### config.mk
export PLATFORM = sky130hd
export DESIGN_NAME = contador_arbitro
export DESIGN_NICKNAME = d
export VERILOG_FILES = /design/src/rtl/contador_arbitro.sv
export SDC_FILE = /design/constraint.sdc
export NUM_CORES = 1
export LEC_CHECK = 0
export BUFFER_PORTS_ARGS = -buffer_cell sky130_fd_sc_hd__buf_2
export CAP_MARGIN = 20
export CORE_MARGIN = 2
export CORE_UTILIZATION = 49
export CTS_CLUSTER_SIZE = 24
export DETAILED_ROUTE_END_ITERATION = 6
export PLACE_DENSITY = 0.75
export SLEW_MARGIN = 0
export SYNTH_ARGS = -nofsm -noshare
export SYNTH_HDL_FRONTEND = slang
export SYNTH_SLANG_ARGS = --single-unit
### constraint.sdc
create_clock -name clk -period 1.9 [get_ports clk]
set_input_delay 0.475 -clock clk [delete_from_list [all_inputs] [get_ports clk]]
set_output_delay 0.475 -clock clk [all_outputs]
set_load 0.05 [all_outputs]
### src/rtl/contador_arbitro.sv
// Round-robin arbiter/sequencer sharing one up-counter between two requesters.
// Each granted run counts 0..limit, pulses done, then frees the counter.
module contador_arbitro #(
    parameter int WIDTH = 4
) (
    input  logic             clk,
    input  logic             rst,
    input  logic [1:0]       req,
    input  logic [WIDTH-1:0] lim0,
    input  logic [WIDTH-1:0] lim1,
    output logic [1:0]       gnt,
    output logic [1:0]       done,
    output logic [WIDTH-1:0] q,
    output logic             busy
);

    typedef enum logic [1:0] {
        IDLE  = 2'd0,
        COUNT = 2'd1,
        DONE  = 2'd2
    } state_t;

    state_t           state_q, state_d;
    logic [WIDTH-1:0] q_q, q_d;
    logic [WIDTH-1:0] lim_q, lim_d;
    logic [1:0]       gnt_q, gnt_d;
    logic [1:0]       done_q, done_d;
    // prio_q=1 means requester 1 wins a tie
    logic             prio_q, prio_d;
    logic             win;

    always_comb begin
        state_d = state_q;
        q_d     = q_q;
        lim_d   = lim_q;
        gnt_d   = gnt_q;
        done_d  = done_q;
        prio_d  = prio_q;
        win     = 1'b0;
        unique case (state_q)
            IDLE: begin
                q_d    = '0;
                gnt_d  = 2'b00;
                done_d = 2'b00;
                if (|req) begin
                    win     = (req == 2'b10) || ((req == 2'b11) && prio_q);
                    gnt_d   = win ? 2'b10 : 2'b01;
                    lim_d   = win ? lim1 : lim0;
                    state_d = COUNT;
                end
            end
            COUNT: begin
                if (!(|(req & gnt_q))) begin
                    state_d = IDLE;
                    gnt_d   = 2'b00;
                    q_d     = '0;
                    prio_d  = gnt_q[0];
                end else if (q_q != lim_q) begin
                    q_d = q_q + WIDTH'(1);
                end else begin
                    state_d = DONE;
                    done_d  = gnt_q;
                end
            end
            DONE: begin
                state_d = IDLE;
                gnt_d   = 2'b00;
                done_d  = 2'b00;
                q_d     = '0;
                prio_d  = gnt_q[0];
            end
            default: begin
                state_d = IDLE;
                gnt_d   = 2'b00;
                done_d  = 2'b00;
                q_d     = '0;
            end
        endcase
    end

    always_ff @(posedge clk or negedge rst) begin
        if (!rst) begin
            state_q <= IDLE;
            q_q     <= '0;
            lim_q   <= '0;
            gnt_q   <= 2'b00;
            done_q  <= 2'b00;
            prio_q  <= 1'b0;
        end else begin
            state_q <= state_d;
            q_q     <= q_d;
            lim_q   <= lim_d;
            gnt_q   <= gnt_d;
            done_q  <= done_d;
            prio_q  <= prio_d;
        end
    end

    assign gnt  = gnt_q;
    assign done = done_q;
    assign q    = q_q;
    assign busy = (state_q != IDLE);

endmodule

==> flow_summary.ini, run 1 <==
[pwr]
leakage_uw = 0.000469
switching_share_pct = 44.3
pwr-share-clk_pct = 15.7
combPwrFrac_pct = 42.4
vdd_drop_max_mv = 0.724
p_switching_uw = 524
seq_power_share_pct = 41.9
powerDensity_nw_per_um2 = 1320
intPower_uw = 659

[job]
drv_cap = 0

[logic_synthesis]
yosysWarnings = 0
yosysTopAreaCell = dfrtp_1
yosysTopAreaCellShare_pct = 49.2
synth.area.top_cells = dfrtp_1 (49%), a21oi_1 (6.6%), mux2i_1 (6.6%), xor2_1 (5.7%), nor2_1 (3.4%)
synthTopCellsByCount = dfrtp_1 (15), a21oi_1 (10), nor2_1 (7), mux2i_1 (5), xor2_1 (5)
syn_nets = 85
yosys.cell_count.top_type = dfrtp_1
seq_area_frac_synth_pct = 49.2
synth_flop_cell = dfrtp_1
synth_seq_cells = 15
synthArstFlopShare_pct = 100
synth_edf_count = 0
syn_inst = 72
ys_types = 27
syn_area_per_cell_um2 = 10.6
synthesis.area_um2 = 763

[route]
ant_nets = 0
initialDrtViolationCount = 12
routed-via-count = 622
avgViaCountPerCell = 5.65
drt_wl_total_um = 1450
m1WireLength_um = 681
drc_errors = 0
routed-wl-met2_um = 686
avgRoutedWirePerCell_um = 13.2
dr_wl_met3_um = 74
top_layer = met4
first_pass_iters = 4

[setup_path]
crit_family = flip-flops
arrival_ps = 1260
end_kind = output pin
worstPathMaxFanout = 4
crit_path_end = busy
start_kind = flip-flop
critPathRequiredTime_ps = 1420
r2r_end = done[0]$_DFFE_PN0P_
cp.depth = 2
cp_cell_sequence = or2_2 -> buf_2
crit_type = reg -> out
r2r_start = lim_q[3]$_DFFE_PN0P_
startpoint = state_q[1]$_DFFE_PN0P_
crit_buf_inv = 1
ff2ff_path_depth = 5
rrSetupSlack_ps = 340
slowest_delay_ps = 410
slowest_stage = dfrtp_1

[timing]
setup_slack_ps = 166
skew_ps = 2.34
max_freq_mhz = 577
fin_crit_ps = 1730
maxSlewViolCount = 0
timing.setup.tns_ps = 0
setup_viol = 0
rsz0062_at_grt = no
tightest_slew_ps = 357
relSlewSlack_pct = 76.2
min_period_over_period_pct = 91.3
finalHoldViolations = 0

[placed_design]
routabilityCongestion = 0.700
place_inst = 106
place_ws_ps = 347
place_hpwl_um = 1060
port_buffers = 20

[die]
ios = 21
row_count = 14
die_height_um = 43.5
die_width_um = 43.5
start_util_pct = 51.3
core_um2 = 1490
dieArea_um2 = 1890

[grt]
grt_pass1_vias = 562
grt.total_usage_pct = 17.1
grt_max_degree = 16
grt_pass1_wl_um = 2390
antenna_found_initial = 0
overflow = 0

[finish]
finalNonFillerCells = 110
nets = 108
diodes = 0
drive_gt1_share_pct = 33.0
area_growth_pct = 17.2
fill_cells = 122
seqCellArea_um2 = 375
multiInputGateArea_um2 = 358

[clock_network]
cts_tree = yes
cts.repair.resized = 0
clockBufferDepth = 2
insertion_delay_ps = 280
cts_made_buffers = 3
postCtsSetupBuffers = 0
h-tree-depth = 1
cts.sinks = 15
postCtsHoldBufs = 0
clkTransAtPathRegs_ps = 90
clockRootBuffer = clkbuf_4

[worst_hold_path]
hp-class = in -> async

[status]
outcome = complete, no violations
flip-flops by register name, summed over array words and instances, names as in the netlist:
| register | cells |
|---|---|
| gnt | 2 |
| done | 2 |
| state_q | 2 |
| q | 4 |
| lim_q | 4 |
| prio_q | 1 |
power groups by stage:
stage	clock network (µW)	logic, µW	registers [µW]
after floorplan	0	376	528
after global placement	0	498	493
after detailed placement	0	503	501
after CTS	188	506	494
after global routing	205	547	507
final	185	502	496
layout make-up:
| class | instances | area share, % |
|---|---|---|
| clock buffer | 4 | 2.94 |
| inverter | 2 | 0.839 |
| multi-input combinational | 52 | 40.0 |
| sequential | 15 | 42.0 |
| tap | 16 | 2.24 |
| timing repair buffer | 21 | 12.0 |
placed cells by master (no fill, tap or decap), drive strengths merged:
cell and instances:
nand3 1, inv 2, nor4 1, buf 21, mux2i 5, ha 1, or2 1, or3 2
and2b 1, o22ai 1, dfrtp 15, xor2 5, nor2 8, o21ai 4, a22o 2, mux2 1
a21oi 10, a22oi 1, and2 2, nand2 4, a41o 2, clkbuf 4
metrics by stage:
step                      total power, µW  hold WS, ps  util [%]  cell area, µm²
after floorplan                       904          179         -             763
after global placement                992          397      58.3             868
after CTS                            1190         90.0      60.1             895
final                                1180         81.0      60.1             895
after global routing                 1260         98.7      60.1             895
after detailed placement             1000          401      58.3             868
worst min-delay path by stage:
stage                     start                      to  slack (ps)  cells after the start
after CTS                   rst        q[0]$_DFFE_PN0P_          90                      1
after global placement      rst  state_q[1]$_DFFE_PN0P_         400                      1
after detailed placement    rst     done[0]$_DFFE_PN0P_         400                      1
after global routing        rst     done[1]$_DFFE_PN0P_         100                      1
after floorplan             rst     done[0]$_DFFE_PN0P_         180                      0
final                       rst     done[1]$_DFFE_PN0P_          80                      1
cell families (layout without fill, tap and decap cells):
family	count (synthesis)	in the layout	share of synthesized area, %
AOI/OAI and AO/OA	20	20	16.6
xor gates and xnor gates	5	5	5.74
adders and majority gates	1	1	1.64
muxes	6	6	8.03
DFF	15	15	49.2
buffers and inverters	5	27	3.93
and+or+nand+nor	20	20	14.9
routing by layer:
metal,vias to the layer above,GRT usage [%]
met5,-,0
met4,0,9.09
met2,19,26.9
li1,298,-
met1,303,23.0
met3,2,2.50
Note: power is estimated with default switching activity, not from simulation.
==> run 2: changes to the inputs <==
--- a/config.mk
+++ b/config.mk
@@ -5,13 +5,14 @@
 export SDC_FILE = /design/constraint.sdc
 export NUM_CORES = 1
 export LEC_CHECK = 0
+export ABC_AREA = 1
 export BUFFER_PORTS_ARGS = -buffer_cell sky130_fd_sc_hd__buf_2
 export CAP_MARGIN = 20
 export CORE_MARGIN = 2
-export CORE_UTILIZATION = 49
+export CORE_UTILIZATION = 51
 export CTS_CLUSTER_SIZE = 24
 export DETAILED_ROUTE_END_ITERATION = 6
-export PLACE_DENSITY = 0.75
+export PLACE_DENSITY = 0.77
 export SLEW_MARGIN = 0
 export SYNTH_ARGS = -nofsm -noshare
 export SYNTH_HDL_FRONTEND = slang
==> flow_summary.ini, run 2 <==
[timing]
rsz0062_at_grt = no
relSlewSlack_pct = 77.8
min_period_over_period_pct = 84.5
max_freq_mhz = 623
maxSlewViolCount = 0
fin_crit_ps = 1610
tightest_slew_ps = 333
setup_viol = 0
timing.setup.tns_ps = 0
finalHoldViolations = 0
skew_ps = 7.12

[grt]
grt_max_degree = 16
grt_pass1_vias = 690
grt.total_usage_pct = 19.9
grt_pass1_wl_um = 2950
antenna_found_initial = 0
overflow = 0

[clock_network]
postCtsSetupBuffers = 0
clockRootBuffer = clkbuf_4
h-tree-depth = 1
cts.repair.resized = 0
clkTransAtPathRegs_ps = 90
cts.sinks = 15
postCtsHoldBufs = 0
insertion_delay_ps = 270
cts_made_buffers = 3
clockBufferDepth = 2
cts_tree = yes

[finish]
diodes = 0
stdcell_area_um2 = 997
area_growth_pct = 16.2
finalNonFillerCells = 146
final_common_cell = nand2_1
nets = 144
final_core_util_pct = 64.7
layout_common_cells = nand2_1 (27), buf_2 (20), dfrtp_1 (15)
drive_gt1_share_pct = 31.5

[placed_design]
routabilityCongestion = 0.793
dpl_cell_area_um2 = 971
port_buffers = 20
place_hpwl_um = 1380
place_inst = 142

[logic_synthesis]
synth-compound-area-share_pct = 11.8
synth_mux_area_share_pct = 0
synthTopCellsByCount = nand2_1 (27), dfrtp_1 (15), inv_1 (12), inv_2 (8)
synth_top_family_by_area = simple AND/OR/NAND/NOR gates
synth_seq_cells = 15
synth-simple-area-share_pct = 31.3
synth-xor-area-share_pct = 2.04
synthAdderAreaFrac_pct = 1.46
yosysWarnings = 0
synth_flop_cell = dfrtp_1
syn_area_per_cell_um2 = 8.02
syn_nets = 120
synth_edf_count = 0
ys_types = 20
synth.area.top_cells = dfrtp_1 (44%), nand2_1 (12%), inv_1 (5.2%), nand4_1 (3.6%), o22ai_1 (3.6%)
synthesis.area_um2 = 858
yosysTopAreaCellShare_pct = 43.7
yosysTopAreaCell = dfrtp_1
synthArstFlopShare_pct = 100
yosys.cell_count.top_type = nand2_1
syn_inst = 107
seq_area_frac_synth_pct = 43.7

[setup_path]
worstPathMaxFanout = 3
arrival_ps = 1130
startpoint = state_q[1]$_DFFE_PN0P_
rrSetupSlack_ps = 630
critPathRequiredTime_ps = 1420
end_kind = output pin
crit_type = reg -> out
crit_path_end = busy
r2r_start = q[1]$_DFFE_PN0P_
start_kind = flip-flop
r2r_end = q[2]$_DFFE_PN0P_
ff2ff_path_depth = 7

[route]
initialDrtViolationCount = 9
first_pass_iters = 4
drc_errors = 0
avgRoutedWirePerCell_um = 11.7
drt_wl_total_um = 1710
routed-via-count = 777
ant_nets = 0
avgViaCountPerCell = 5.32

[die]
core_um2 = 1540
die_width_um = 45.0
row_count = 14
dieArea_um2 = 2030
die_height_um = 45.0
start_util_pct = 55.7
ios = 21

[pwr]
vdd_drop_max_mv = 0.795
leakage_uw = 0.000589
powerDensity_nw_per_um2 = 1370
p_total_uw = 1360

[job]
drv_cap = 0

[worst_hold_path]
hp-class = in -> async

[status]
outcome = complete, no violations
[run 2: cell families (layout without fill, tap and decap cells)]
kind of cell | Yosys count | in the layout
compound gates | 16 | 16
simple gates | 52 | 52
fa+ha+maj | 1 | 1
flops | 15 | 15
buf+inv | 21 | 44
xor+xnor | 2 | 2
[run 2: layer usage]
metal	vias up	wire length (µm)	track usage, %
met5	-	0	0
met4	0	10	5.29
met3	2	85	2.40
met2	19	860	33.1
met1	367	757	27.5
li1	389	-	-
[run 2: worst min path at each step]
| stage | end | slack (ps) | cells past startpoint |
|---|---|---|---|
| 2_1_floorplan | done[0]$_DFFE_PN0P_ | 180 | 0 |
| 3_3_place_gp | q[3]$_DFFE_PN0P_ | 390 | 1 |
| 3_5_place_dp | q[2]$_DFFE_PN0P_ | 390 | 1 |
| 4_1_cts | q[1]$_DFFE_PN0P_ | 90 | 1 |
| 5_1_grt | q[3]$_DFFE_PN0P_ | 100 | 1 |
| 6_report | gnt[0]$_DFFE_PN0P_ | 90 | 1 |
[run 2: report_power, final]
group | switching (µW) | total, µW | leakage, µW | internal [µW]
registers | 71.9 | 481 | 0.000196 | 409
logic | 506 | 707 | 0.000378 | 202
clock network | 94.2 | 175 | 0.0000150 | 81.2
[run 2: critical path, stage by stage (launching register included)]
cell and delay (ps):
dfrtp_1 440, nor2_1 150, inv_1 70, buf_2 210
[run 2: layout make-up]
type	instances	area, µm²
fillers	132	544
multi-input cells	71	400
flip-flops and latches	15	375
repair buffers	20	100
inverters	20	75.1
clock buffers	4	26.3
well taps	16	20.0
[run 2: metrics by stage]
stage / worst slack, ps / hold slack, ps
3_3_place_gp: 591 / 389
5_1_grt: 214 / 101
6_report: 294 / 86.6
4_1_cts: 293 / 91.1
3_5_place_dp: 569 / 392
2_1_floorplan: 476 / 179
==> run 3: changes to the inputs <==
==> constraint.sdc (replaced) <==
create_clock -name clk -period 1.6 [get_ports clk]
set_input_delay 0.4 -clock clk [delete_from_list [all_inputs] [get_ports clk]]
set_output_delay 0.4 -clock clk [all_outputs]
set_load 0.05 [all_outputs]
==> flow_summary.ini, run 3 (same netlist as run 2, synthesis figures left out) <==
[pwr]
p_switching_uw = 801
pwr-share-clk_pct = 13.0
combPwrFrac_pct = 52.0
seq_power_share_pct = 35.0
switching_share_pct = 49.3
vdd_drop_max_mv = 0.942
leakage_uw = 0.000595
intPower_uw = 823
powerDensity_nw_per_um2 = 1620
p_total_uw = 1620

[setup_path]
worstPathMaxFanout = 3
critPathRequiredTime_ps = 1200
start_kind = flip-flop
arrival_ps = 1090
crit_type = reg -> out
end_kind = output pin

[finish]
final_core_util_pct = 65.2
drive_gt1_share_pct = 32.1
seqCellArea_um2 = 375
diodes = 0
fill_cells = 133
finalNonFillerCells = 147
layout_common_cells = nand2_1 (27), buf_2 (20), dfrtp_1 (15)
nets = 145
multiInputGateArea_um2 = 400
final_common_cell = nand2_1
area_growth_pct = 17.1

[grt]
grt_pass1_vias = 690
grt_max_degree = 16
antenna_found_initial = 0
grt_pass1_wl_um = 2950
overflow = 0
grt.total_usage_pct = 19.9

[worst_hold_path]
hp-class = in -> async

[timing]
relSlewSlack_pct = 77.9
tightest_slew_ps = 332
finalHoldViolations = 0
timing.setup.tns_ps = 0
max_freq_mhz = 671
skew_ps = 8.18
fin_crit_ps = 1490
rsz0062_at_grt = no
whs_ps = 8.93
min_period_over_period_pct = 93.2
setup_viol = 0
maxSlewViolCount = 0

[placed_design]
place_hpwl_um = 1380
place_inst = 142
port_buffers = 20
routabilityCongestion = 0.793

[die]
start_util_pct = 55.7
ios = 21
dieArea_um2 = 2030
core_um2 = 1540
die_width_um = 45.0
die_height_um = 45.0
row_count = 14

[clock_network]
postCtsHoldBufs = 0
clkTransAtPathRegs_ps = 90
clockBufferDepth = 2
insertion_delay_ps = 280
h-tree-depth = 1
clockRootBuffer = clkbuf_4
cts_tree = yes
cts.sinks = 15
cts_made_buffers = 3

[route]
ant_nets = 0
drc_errors = 0
routed-via-count = 778
avgViaCountPerCell = 5.29
avgRoutedWirePerCell_um = 11.8
first_pass_iters = 4
initialDrtViolationCount = 8
drt_wl_total_um = 1740

[job]
drv_cap = 0

[status]
outcome = complete, no violations
[run 3: cell count changes in the layout (fill, tap and decap cells not counted)]
cell,delta
buf_4,+1
[run 3: worst paths after layout]
path                                         from                     end  slack [ps]  depth (start not counted)
max                        state_q[1]$_DFFE_PN0P_                    busy         110                          3
min                                           rst    lim_q[0]$_DFFE_PN0P_           9                          1
max reg2reg                      q[0]$_DFFE_PN0P_        q[2]$_DFFE_PN0P_         320                          7
min reg2reg                   done[0]$_DFFE_PN0P_     done[0]$_DFFE_PN0P_         500                          2
max in group asynchronous                     rst  state_q[0]$_DFFE_PN0P_        1340                          1
min in group clk                          lim1[1]    lim_q[1]$_DFFE_PN0P_         380                          3
[run 3: power by group through the flow]
stage / clock network [µW] / registers [µW] / logic (µW)
3_5_place_dp: 0 / 577 / 837
5_1_grt: 233 / 585 / 935
4_1_cts: 213 / 569 / 842
2_1_floorplan: 0 / 629 / 626
3_3_place_gp: 0 / 574 / 817
6_report: 211 / 568 / 845
[run 3: per-layer routing]
layer | vias up | GRT usage [%] | part of all wire [%]
met1 | 367 | 27.5 | 44
met5 | - | 0 | 0
li1 | 390 | - | -
met3 | 2 | 2.40 | 5.3
met4 | 0 | 5.29 | 0.63
met2 | 19 | 33.1 | 50
[run 3: worst max-delay path: stages, from the launching register on]
cell and delay (ps):
dfrtp_1 410, nor2_1 140, inv_1 70, buf_2 210
[run 3: cell type report]
| class | instances | area share [%] |
|---|---|---|
| inverter | 20 | 7.47 |
| clock buffer | 4 | 2.62 |
| timing repair buffer | 21 | 10.7 |
| multi-input combinational | 71 | 39.9 |
| sequential | 15 | 37.4 |
| tap | 16 | 1.99 |
[run 3: repair_timing]
item,4_1_cts,5_1_grt
setup endpoints to repair,0,1
gates resized for setup,0,0
buffers inserted,0,1
[run 3: stage by stage]
| stage | instance area, µm² | worst slack, ps |
|---|---|---|
| after floorplan | 858 | 176 |
| after global placement | 971 | 366 |
| after detailed placement | 971 | 344 |
| after CTS | 997 | 68.5 |
| after global routing | 1000 | 27.4 |
| final | 1000 | 109 |
